**src/rtl/noc_link_tx.sv**
```systemverilog
// Chip-edge link transmitter: per-channel flit FIFOs, round-robin frame
// arbitration and serialisation onto a narrow credit-controlled link.
module noc_link_tx #(
  parameter int FW        = 36,
  parameter int NCH       = 2,
  parameter int B         = 4,
  parameter int LW        = 12,
  parameter int LINK_CRED = 8,
  parameter int CHW       = (NCH > 1) ? $clog2(NCH) : 1,
  parameter int FRW       = CHW + FW,
  parameter int SER       = (FRW + LW - 1) / LW
) (
  input  logic              clk,
  input  logic              rst_n,
  input  logic [NCH*FW-1:0] flit_in,
  input  logic [NCH-1:0]    flit_in_wr,
  output logic [NCH-1:0]    credit_out,
  output logic [LW-1:0]     link_data,
  output logic              link_valid,
  output logic              link_sof,
  input  logic              link_credit_in,
  output logic [NCH-1:0]    ovf_err,
  output logic              cred_err,
  output logic              busy
);
  localparam int CW   = $clog2(B + 1);
  localparam int PW   = (B > 1) ? $clog2(B) : 1;
  localparam int BW   = (SER > 1) ? $clog2(SER) : 1;
  localparam int CRW  = $clog2(LINK_CRED + 1);
  localparam int PADW = SER * LW;

  typedef enum logic {IDLE, SEND} state_t;

  logic [FW-1:0]   mem_q   [NCH][B];
  logic [PW-1:0]   rdPtr_q [NCH];
  logic [PW-1:0]   wrPtr_q [NCH];
  logic [CW-1:0]   cnt_q   [NCH];
  logic [NCH-1:0]  ovf_q;

  state_t          state_q;
  logic [BW-1:0]   beat_q;
  logic [PADW-1:0] frame_q;
  logic [LW-1:0]   linkData_q;
  logic            linkValid_q;
  logic            linkSof_q;
  logic [CHW-1:0]  last_q;
  logic [CRW-1:0]  credCnt_q, credCnt_d;
  logic            credErr_q, credErr_d;

  logic            grant;
  logic [CHW-1:0]  winner;
  logic [CHW-1:0]  cand;
  logic [NCH-1:0]  pop;
  logic [NCH-1:0]  wrOk;
  logic [PADW-1:0] frameNext;
  logic            anyPending;

  function automatic logic [PW-1:0] incPtr(input logic [PW-1:0] p);
    return (p == PW'(B - 1)) ? '0 : p + 1'b1;
  endfunction

  // Grant only from registered state, so a credit arriving at zero takes effect next cycle
  always_comb begin
    grant  = 1'b0;
    winner = '0;
    cand   = '0;
    pop    = '0;
    if ((state_q == IDLE || beat_q == BW'(SER - 1)) && credCnt_q != '0) begin
      for (int i = 1; i <= NCH; i++) begin
        cand = CHW'((int'(last_q) + i) % NCH);
        if (!grant && cnt_q[cand] != '0) begin
          grant  = 1'b1;
          winner = cand;
        end
      end
    end
    pop[winner] = grant;
    frameNext = '0;
    frameNext[FRW-1:0] = {winner, mem_q[winner][rdPtr_q[winner]]};
  end

  always_comb begin
    wrOk       = '0;
    anyPending = 1'b0;
    for (int c = 0; c < NCH; c++) begin
      wrOk[c] = flit_in_wr[c] && (cnt_q[c] != CW'(B) || pop[c]);
      if (cnt_q[c] != '0) anyPending = 1'b1;
    end
  end

  always_comb begin
    credCnt_d = credCnt_q;
    credErr_d = credErr_q;
    if (link_credit_in && !grant) begin
      if (credCnt_q == CRW'(LINK_CRED)) credErr_d = 1'b1;
      else                              credCnt_d = credCnt_q + 1'b1;
    end else if (grant && !link_credit_in) begin
      credCnt_d = credCnt_q - 1'b1;
    end
  end

  always_ff @(posedge clk) begin
    for (int c = 0; c < NCH; c++) begin
      if (wrOk[c]) mem_q[c][wrPtr_q[c]] <= flit_in[FW*c +: FW];
    end
  end

  always_ff @(posedge clk or negedge rst_n) begin
    if (!rst_n) begin
      for (int c = 0; c < NCH; c++) begin
        rdPtr_q[c] <= '0;
        wrPtr_q[c] <= '0;
        cnt_q[c]   <= '0;
      end
      ovf_q <= '0;
    end else begin
      for (int c = 0; c < NCH; c++) begin
        if (wrOk[c]) wrPtr_q[c] <= incPtr(wrPtr_q[c]);
        if (pop[c])  rdPtr_q[c] <= incPtr(rdPtr_q[c]);
        if (wrOk[c] && !pop[c])      cnt_q[c] <= cnt_q[c] + 1'b1;
        else if (!wrOk[c] && pop[c]) cnt_q[c] <= cnt_q[c] - 1'b1;
        if (flit_in_wr[c] && !wrOk[c]) ovf_q[c] <= 1'b1;
      end
    end
  end

  // beat_q indexes the beat currently on the link; a grant on the last beat chains frames
  always_ff @(posedge clk or negedge rst_n) begin
    if (!rst_n) begin
      state_q     <= IDLE;
      beat_q      <= '0;
      frame_q     <= '0;
      linkData_q  <= '0;
      linkValid_q <= 1'b0;
      linkSof_q   <= 1'b0;
      last_q      <= CHW'(NCH - 1);
      credCnt_q   <= CRW'(LINK_CRED);
      credErr_q   <= 1'b0;
    end else begin
      credCnt_q <= credCnt_d;
      credErr_q <= credErr_d;
      if (grant) begin
        state_q     <= SEND;
        beat_q      <= '0;
        frame_q     <= frameNext;
        linkData_q  <= frameNext[LW-1:0];
        linkValid_q <= 1'b1;
        linkSof_q   <= 1'b1;
        last_q      <= winner;
      end else if (state_q == SEND && beat_q != BW'(SER - 1)) begin
        beat_q      <= beat_q + 1'b1;
        linkData_q  <= frame_q[LW*(int'(beat_q) + 1) +: LW];
        linkValid_q <= 1'b1;
        linkSof_q   <= 1'b0;
      end else begin
        state_q     <= IDLE;
        linkValid_q <= 1'b0;
        linkSof_q   <= 1'b0;
      end
    end
  end

  assign credit_out = pop;
  assign link_data  = linkData_q;
  assign link_valid = linkValid_q;
  assign link_sof   = linkSof_q;
  assign ovf_err    = ovf_q;
  assign cred_err   = credErr_q;
  assign busy       = anyPending || (state_q == SEND);

endmodule

```
**config.mk**
```make
export PLATFORM = sky130hd
export DESIGN_NAME = noc_link_tx
export DESIGN_NICKNAME = d
export VERILOG_FILES = /design/src/rtl/noc_link_tx.sv
export SDC_FILE = /design/constraint.sdc
export NUM_CORES = 1
export LEC_CHECK = 0
export ABC_AREA = 0
export ABC_CLOCK_PERIOD_IN_PS = 4150
export CAP_MARGIN = 20
export CORE_ASPECT_RATIO = 2
export CORE_MARGIN = 5
export CORE_UTILIZATION = 50
export CTS_BUF_LIST = sky130_fd_sc_hd__clkbuf_8
export CTS_CLUSTER_DIAMETER = 50
export DETAILED_ROUTE_END_ITERATION = 10
export PLACE_DENSITY = 0.69
export SKIP_LAST_GASP = 1
export SYNTH_ARGS = -nofsm -noshare
export SYNTH_HDL_FRONTEND = slang
export SYNTH_SLANG_ARGS = --single-unit
```
**constraint.sdc**
```tcl
create_clock -name clk -period 4.15 [get_ports clk]
set_clock_uncertainty 0.05 [all_clocks]
set_input_delay 0.415 -clock clk [delete_from_list [all_inputs] [get_ports clk]]
set_output_delay 0.415 -clock clk [all_outputs]
set_load 0.05 [all_outputs]
```
==> impl_metrics.json <==
{
  "routed_wire_length_per_instance_um": 24.45,
  "power_density_nw_per_um2": 776.8,
  "antenna_found_initial": 1,
  "critPathLaunchType": "flop",
  "die_y_um": 248.9,
  "relSlewSlack_pct": 37.84,
  "dr.pass1.iters": 5,
  "drt-vias-per-instance": 5.976,
  "overflow": 0,
  "setup_violations": 0,
  "crit_arrival_ns": 3.37,
  "cts_max_level": 2,
  "hold_class": "flop to flop",
  "tightestPinTransition_ns": 0.9325,
  "ys_seq_area_share_pct": 71.88,
  "status": "completed",
  "initial_utilization_pct": 50.59,
  "track_usage_pct": 21.91,
  "die_area_um2": 32210,
  "ff2ff_path_depth": 10,
  "ir_drop_mv": 0.3773,
  "async_reset_ff_share_pct": 18.18,
  "period_share_pct": 92.42,
  "drt-total-wl_um": 34840,
  "grt_pass1_wl_um": 52850,
  "fmax_mhz": 260.7,
  "cts_tree": "built",
  "rsz0062_at_grt": "false",
  "synth_nets": 1005,
  "finalNetCount": 1126,
  "slew_violations": 0,
  "vias": 8516,
  "cp-end-kind": "primary output",
  "cts_inserted_buffers": 46,
  "yosys-top-cells-count": "288 x edfxtp_1, 74 x o21ai_0, 62 x dfrtp_1",
  "p_leak_uw": 0.006035,
  "ys_ff_latch": 352,
  "cts.sinks": 352,
  "synth_edf_count": 288,
  "drt_iter0_markers": 753,
  "reg2reg_setup_slack_ns": 0.68,
  "clock_latency_ns": 0.57,
  "avgSynthCellArea_um2": 15.67,
  "ios": 97,
  "worstSetupPathType": "flop to primary output",
  "hold_end": "cred_err",
  "ant_nets": 0,
  "crit_fanout": 24,
  "hpwl_um": 22510,
  "clkTransAtPathRegs_ns": 0.07,
  "hold_ws_ns": 0.4259,
  "drc_errors": 0,
  "r2r-start": "cnt_q[0]",
  "hold_viol": 0,
  "final_area_um2": 16720,
  "worstHoldPathCells": 1,
  "synth_top_area_share_pct": 60.63,
  "syn_area_um2": 14260,
  "tns_ns": 0,
  "hp-start": "cred_err",
  "cts-root-buf": "clkbuf_8",
  "postPlaceCellArea_um2": 15750,
  "crit_required_ns": 3.68,
  "yosysMostFrequentCell": "edfxtp_1",
  "syn_inst": 910,
  "die_x_um": 129.4,
  "layout-drive-gt1-share_pct": 14.61,
  "ys_warn_count": 0,
  "grt_pass1_vias": 9032,
  "rows": 87,
  "coreArea_um2": 28190,
  "fin_crit_ns": 3.835,
  "ys_types": 47,
  "cts_max_path_buffers": 3,
  "ys.flop_type": "edfxtp_1",
  "io_buffers": 96,
  "r2r-end": "cnt_q[5]",
  "synth.area.top_cells": "edfxtp_1 61%, dfrtp_1 11%, mux4_2 4.6%",
  "place_congestion": 0.7787,
  "worstSetupStartpoint": "cnt_q[0]",
  "fin_util_pct": 59.31,
  "grt_max_degree": 59,
  "area_growth_pct": 17.23,
  "synth_top_area_cell": "edfxtp_1",
  "cap_viol_max_count": 0
}
==> registers in the layout, summed over array words and instances, names as in the netlist <==
| name | count |
|---|---|
| beat_q | 2 |
| mem_q | 288 |
| ovf_err | 2 |
| link_data | 12 |
| rdPtr_q | 4 |
| link_sof | 1 |
| credCnt_q | 4 |
| state_q | 1 |
| cnt_q | 6 |
| frame_q | 25 |
| link_valid | 1 |
| wrPtr_q | 4 |
| last_q | 1 |
| cred_err | 1 |
==> report_power, final <==
| group | internal (uW) | switching (uW) |
|---|---|---|
| registers | 4790 | 495 |
| clock network | 1340 | 1230 |
| logic | 2010 | 3130 |
==> metrics by stage <==
step	total power, uW	setup WS [ns]	std cells
final	12990	0.3146	1425
after global routing	13660	0.1100	1425
after CTS	13060	0.06457	1423
after detailed placement	10480	0.6900	1337
after global placement	10340	0.7157	1337
after floorplan	8669	0.8500	910
==> cell usage in the layout, fill, tap and decap left out, types with 30 or more instances in the layout <==
cell type and count:
clkbuf_8 52, o22ai_1 30, mux2i_1 33, dfrtp_1 62
o21ai_0 74, and3_1 46, a21oi_1 56, clkdlybuf4s50_1 93
edfxtp_1 288, nor2_1 38, nand2_1 49
==> worst max path at each step <==
| stage | to | slack [ns] |
|---|---|---|
| after floorplan | mem_q[0][0] | 0.85 |
| after global placement | cnt_q[5] | 0.72 |
| after detailed placement | cnt_q[4] | 0.69 |
| after CTS | credit_out[0] | 0.06 |
| after global routing | credit_out[0] | 0.11 |
| final | credit_out[0] | 0.31 |
==> metal layers <==
| layer | vias to the layer above | part of all wire, % | GRT usage [%] |
|---|---|---|---|
| li1 | 3773 | - | - |
| met3 | 79 | 5.5 | 2.446 |
| met4 | 0 | 4.5 | 10.85 |
| met1 | 4323 | 34 | 24.47 |
| met5 | - | 0 | 0 |
| met2 | 341 | 56 | 40.38 |
==> logic make-up after synthesis <==
group	after synthesis	share of synthesized area [%]
adder cells (fa/ha/maj)	18	1.737
flip-flops	352	71.88
XOR/XNOR	10	0.6140
AO/OA/AOI/OAI	189	7.737
buffers and inverters	66	2.061
AND/OR/NAND/NOR	195	6.904
multiplexers	80	9.070
==> area by class of cell <==
cell class	instances	area, um2
multi-input cells	492	3746
fillers	2147	11470
clock buffers	52	715.7
flip-flops and latches	352	10250
repair buffers	126	1286
diodes	1	2.502
well taps	356	445.4
clock inverters	33	220.2
inverters	13	52.55
==> worst max-delay path, cell delays in order, from the launching register on <==
cell and delay (ns):
dfrtp_1 0.46, or4_4 0.74, nand2_2 0.34, buf_4 0.45
nand2_1 0.28, clkinvlp_4 0.34, buf_12 0.18
==> repair_timing <==
action	in CTS	in global routing
endpoints found under the setup margin	0	1
resized for setup	0	1
endpoints found under the hold margin	33	0
setup buffers	0	0
hold buffers	1	0
Note: power is estimated with default switching activity, not from simulation.
